## config.mk

```make
export PLATFORM = sky130hd
export DESIGN_NAME = pc_fetch
export DESIGN_NICKNAME = d
export VERILOG_FILES = /design/src/rtl/pc_fetch.sv
export SDC_FILE = /design/constraint.sdc
export NUM_CORES = 1
export LEC_CHECK = 0
export BUFFER_PORTS_ARGS = -buffer_cell sky130_fd_sc_hd__buf_2
export CORE_AREA = 3 3 112 141
export CTS_BUF_LIST = sky130_fd_sc_hd__clkbuf_4
export CTS_CLUSTER_SIZE = 24
export DETAILED_ROUTE_END_ITERATION = 8
export DIE_AREA = 0 0 115 144
export PLACE_DENSITY = 0.58
export SLEW_MARGIN = 20
export SYNTH_ARGS = -nofsm -noshare
export SYNTH_HDL_FRONTEND = slang
export SYNTH_SLANG_ARGS = --single-unit
```

## constraint.sdc

```tcl
create_clock -name CLK -period 2 [get_ports CLK]
set_input_delay 0.4 -clock CLK [delete_from_list [all_inputs] [get_ports CLK]]
set_output_delay 0.4 -clock CLK [all_outputs]
set_load 0.02 [all_outputs]
```

## src/rtl/pc_fetch.sv

```systemverilog
// PC_FETCH: program counter and instruction fetch address sequencer.
// Optional perf counters are built when PC_FETCH_PERF_EN is defined.
module pc_fetch #(
   parameter logic [31:0] RESET_PC = 32'h0000_0000
) (
   input  logic        CLK,
   input  logic        RST,
   input  logic        ihit,
   input  logic        stall,
   input  logic        redirect,
   input  logic [31:0] redirect_pc,
   input  logic        halt,
   output logic        iREN,
   output logic [31:0] imemaddr,
   output logic [31:0] PC,
   output logic [31:0] npc,
`ifdef PC_FETCH_PERF_EN
   output logic        flushed,
   output logic [31:0] fetch_count,
   output logic [31:0] flush_count
`else
   output logic        flushed
`endif
);

   typedef enum logic [1:0] {
      RUN        = 2'd0,
      REDIR_PEND = 2'd1,
      HALTED     = 2'd2
   } state_t;

   state_t      state;
   logic [31:0] pc_q;
   logic [31:0] pend_q;
   logic        active;
   logic        advance;
   logic [31:0] next_pc;

   // halt wins over everything, so it also suppresses the squash
   assign active  = (state != HALTED) && !halt;
   assign flushed = active && (redirect || state == REDIR_PEND);
   assign advance = active && ihit &&
                    (redirect || state == REDIR_PEND || !stall);

   always_comb begin
      next_pc = pc_q + 32'd4;
      if (redirect)
         next_pc = redirect_pc;
      else if (state == REDIR_PEND)
         next_pc = pend_q;
   end

   always_ff @(posedge CLK or posedge RST) begin
      if (RST) begin
         state  <= RUN;
         pc_q   <= RESET_PC;
         pend_q <= 32'h0;
      end else if (active) begin
         if (advance) begin
            pc_q  <= next_pc;
            state <= RUN;
         end else if (redirect) begin
            pend_q <= redirect_pc;
            state  <= REDIR_PEND;
         end
      end else if (halt) begin
         state <= HALTED;
      end
   end

`ifdef PC_FETCH_PERF_EN
   always_ff @(posedge CLK or posedge RST) begin
      if (RST) begin
         fetch_count <= 32'h0;
         flush_count <= 32'h0;
      end else begin
         if (advance)
            fetch_count <= fetch_count + 32'd1;
         if (flushed && ihit)
            flush_count <= flush_count + 32'd1;
      end
   end
`endif

   assign iREN     = (state != HALTED);
   assign PC       = pc_q;
   assign imemaddr = pc_q;
   assign npc      = pc_q + 32'd4;

endmodule
```

== Word level (Yosys, flattened, before mapping) ==
Index checks and enable logic that the tools add are counted.
Word-level totals
  register bits: 66
  latch bits: 0
  RAM bits: 0
  memory bits (read-only): 0
  input port bits: 38
  logic and storage cells: 26
  memories kept: 0
Operators by class
  $add $sub $neg: 1
  $mul: 0
  div/mod/pow operators: 0
  $lt $le $gt $ge: 0
  eq/ne operators: 3
  shift operators: 0
  muxes and demuxes: 6
  bitwise gates (word level): 1
  reduce and logical (&&, ||, !) cells: 12
Operators with widths (number)
  $mux 32: 2
  $add 32x3->32 const B: 1
  $mux 2: 4
  $logic_and 1x1->1: 4
  $reduce_and 2->1: 2
  $ne 3x2->1 const B: 1
  $reduce_and 3->1: 1
  $eq 2x1->1 const B: 1
  $logic_not 1->1: 2
  $logic_or 1x1->1: 2
  $ne 2x2->1 const B: 1
  $reduce_bool 2->1: 1
  $not 1->1: 1

== Depth between registers and ports, before layout ==
  depth in word-level cells: 6
  mapped depth: 8
  mapped depth without buffers: 6

== Worst setup path before layout ==
Ideal clock, no wire load.
  path kind: flip-flop to output port
  start point: register pc_q[4], in the netlist PC[4]
  end point: output port npc[21]
  arrival time: 2038 ps
  setup slack: -438 ps
  cell stages (with the launch flop): 7
  buffers on the path: 2
  path through: dfrtp_1 -> buf_2 -> and4_1 -> buf_4 -> nand4_4 -> or3_1 -> xnor2_1
Between the ends
  word-level cells in the longest chain between the ends: 1
Ends and longest elaborated chain
  from (decl): line 33  | logic [31:0] pc_q;
  from (signal assigned): line 60  | pc_q <= next_pc;
  $add 32x3->32: line 88  | assign npc = pc_q + 32'd4;
  to (decl): line 16  | output logic [31:0] npc,
Every way passes these cells.

== Worst setup path after layout ==
  start point: register pc_q[16], in the netlist PC[16]
  end point: output port npc[31]
Same word-level chain as after synthesis.

==> run summary <==
The largest total area in the synthesized netlist belongs to dfrtp_1. In the routed layout, each cell is associated on average with a via count of 5.24. Before antenna repair, the detailed router went through 4 iterations. The critical path goes through nand3_4 > or4_4 > nor4b_4 > xor2_2 > buf_4.

The maximum number of pins on one net before global-route repair came out at 42. The number of sinks driven by the clock tree is 66. The worst relative slew slack is 0.629. The global-route wire length before repair is 24,400 um. In the synthesized netlist the dominant register cell turns out to be dfrtp_1.

The number of placed I/O pins came out at 136. The area of the core is 14,500 um^2. The final weighted congestion in routability-driven placement came out at 0.843.

Of the cells placed in the final design, the portion with a size suffix greater than 1 is 0.560. Summed over all nets, the switching power comes to 1.54 mW. The checks that failed: negative setup slack.

The growth of design area from synthesis to finish is 50.2%. The largest individual stage delay along the critical path comes from the cell or4_4. The share of total power dissipated in combinational logic is 0.403. Measured on the finished design, the core utilization comes to 0.448. The root buffer cell chosen for the clock tree is clkbuf_4. The final routed wirelength across all metal layers is 15,300 um.

The proportion of power drawn by the clock network came out at 0.200. The number of warnings reported in the yosys synthesis log came out at 0. Input and output buffers added on the ports amount to 135. The share of total power dissipated in sequential elements is 0.397. The later-pin clock latency in the skew report is 0.43 ns. STA classifies the critical path endpoint as a primary output. The delay of the slowest critical-path stage is 0.60 ns. The worst setup path is of the reg2out kind. The number of max-slew violations in the final report was 0. Counting flops and latches in the post-synthesis netlist gives 66. For this block, the initial DRC count from the detailed router was 305. The minimum clock period came out at 2.51 ns.

The fraction of registers with async set or reset after synthesis is 1.00. In the finished design, the share of the clock period the worst path needs comes to 1.25. The worst setup path is launched from a flop. The peak supply drop is 0.356 mV. Setup violations remaining at the end of the flow were counted as 24. The via count of the first global-routing pass is 4,567. The internal power of the cells totals 2.43 mW. The floorplan step set the die height to 144 um. The synthesized net count is 507. The average footprint of a synthesized cell is 9.23 um^2. The H-tree was split into 3 levels. The final-stage net count came out at 689. The total number of vias is 4,373. The data required time at the worst endpoint is 1.60 ns. The flow ran to the end, but the final reports show violations. TritonCTS built the clock tree. The share of the Yosys chip area taken by registers is 0.382.

The number of buffers on the longest clock path came out at 2. The number of clock buffers added by TritonCTS is 9. The total global routing track utilization is 0.189.

The wire length per cell is 18.4 um. The static leakage came out at 3.23 nW. The kind of cell with the highest combined delay along the critical path is simple AND/OR/NAND/NOR gates. For this run, design rule violations remaining after detail routing come to 0. Yosys instantiated no cell more often than dfrtp_1.

The worst endpoint data arrival time is 2.11 ns. Max-cap violations in this run came to 0. The final-report hold violation count is 0. The smallest setup slack after layout is -0.506 ns.

The pre-CTS setup slack came out at -0.0981 ns. The die is 115 um wide. The slew at the pin closest to its max-slew limit is 0.556 ns. The starting utilization of the core area is 0.298. Summed over all layers, the global routing overflow is 0. Sorting the synthesized cells by how often they occur yields dfrtp_1, o21ai_0, buf_4. The share of the synthesized area in the top cell type came out at 0.382. Clock skew on the completed layout was measured at 0.0159 ns. After clock tree synthesis, the clock-pin slew on the worst setup and hold paths is 0.11 ns. The initial antenna violation count was 1. Sorting the synthesized cells by area gives the leading types as dfrtp_1, mux2_2, buf_4. The die area is 16,600 um^2. Row generation in the floorplan step produced 49 rows. The total power consumption of the routed design came out at 3.97 mW. The power per unit of standard cell area came out at 613 nW/um^2.

In this run the worst path has a maximum fanout of 4. The half-perimeter wire length after placement came out at 10,800 um. Timing would allow up to 0.399 GHz. The number of library cell types mapped by synthesis came out at 58. The cell area after technology mapping came out at 4320 um^2. Setup repair after global routing could not meet its margin everywhere. The synthesized instance count is 468. Of the total power, the share spent switching nets is 0.388. The worst path buffer plus inverter count came out at 1. The detail route stage leaves a number of antenna-violating nets equal to 0. The number of synthesized flops with an enable pin is 0. The path class of the lowest-slack min-delay path is in2async.
-- routing by layer --
layer,GRT usage,vias to the layer above,routed length (um)
li1,-,2010,-
met1,0.220,2162,5970
met2,0.340,158,8000
met3,0.0347,41,854
met4,0.0748,2,470
met5,0,-,13
-- final timing paths --
check	startpoint	endpoint	slack, ns	cells after the start
max reg2reg	PC[16]$_DFFE_PP0P_	PC[27]$_DFFE_PP0P_	0.07	6
max	PC[16]$_DFFE_PP0P_	npc[31]	-0.51	5
min in group CLK	redirect_pc[8]	pend_q[8]$_DFFE_PP0P_	0.21	2
min	RST	pend_q[3]$_DFFE_PP0P_	0.05	3
min reg2reg	pend_q[11]$_DFFE_PP0P_	pend_q[11]$_DFFE_PP0P_	0.51	1
max in group asynchronous	RST	state[0]$_DFFE_PP0P_	1.44	3
-- registers in the layout, indices dropped and copies added (netlist names) --
name / flops
state: 2
pend_q: 32
PC: 32
-- logic make-up (layout without fill, tap and decap cells) --
family                   Yosys count  in the layout  share of synthesized area
AND/OR/NAND/NOR                  149            149                      0.201
other                              0              1                          0
XOR/XNOR                          27             27                     0.0548
AO/OA/AOI/OAI                    116            116                      0.171
flip-flops                        66             66                      0.382
multiplexers                      34             34                     0.0881
adder cells (fa/ha/maj)            2              2                    0.00522
buffers and inverters             74            261                     0.0982
-- cell usage in the layout, fill, tap and decap left out, types with 3 or more instances in the layout --
cell type,n
a21oi_1,23
a2bb2oi_1,4
a31oi_1,7
and3_1,11
and3_4,3
buf_12,5
buf_2,107
buf_4,95
buf_6,30
clkbuf_4,12
clkinv_2,3
dfrtp_1,50
dfrtp_2,16
inv_1,7
mux2_2,32
nand2_1,29
nand2_4,6
nand2b_1,6
nand3_1,9
nand3_4,8
nand4_1,8
nor2_1,29
nor3_1,7
nor4_4,6
o21a_1,7
o21ai_0,40
o22a_1,5
o22ai_1,6
or3_1,5
xnor2_2,11
xnor2_4,4
xor2_2,6
xor2_4,3
-- power groups by stage --
stage          Sequential, mW  Combinational, mW  Clock (mW)
2_1_floorplan            1.75              0.788           0
3_3_place_gp             1.59               1.40           0
3_5_place_dp             1.60               1.41           0
4_1_cts                  1.57               1.57       0.813
5_1_grt                  1.60               1.72       0.886
6_report                 1.58               1.60       0.795
-- layout make-up --
class / instances / area [um^2]
Antenna cell: 1 / 2.50
Clock buffer: 12 / 90.1
Clock inverter: 4 / 18.8
Fill cell: 1387 / 7980
Inverter: 8 / 33.8
Multi-Input combinational cell: 328 / 2760
Sequential cell: 66 / 1670
Tap cell: 178 / 223
Timing Repair Buffer: 237 / 1690
-- timing repair --
action                                  CTS  global route
gates resized for setup                  93            24
buffers inserted                         20            13
endpoints found under the setup margin   28            35
cloned                                    0             0
hold buffers                              0             0
pin swaps                                35            25
-- worst min-delay path, cell delays in order --
cell	delay (ns)
buf_2	0.11
clkinvlp_4	0.06
buf_4	0.31
-- per-stage QoR --
step / instances / cell area (um^2) / TNS, ns / hold WS, ns
floorplan: 468 / 4570 / -1.57 / 0.466
global placement: 791 / 5690 / -0.255 / 0.480
detailed placement: 791 / 5690 / -0.478 / 0.488
CTS: 825 / 6330 / -8.80 / 0.0530
global route: 833 / 6480 / -11.35 / 0.0730
finish: 834 / 6490 / -9.03 / 0.0492
(Power assumes the default switching activity.)
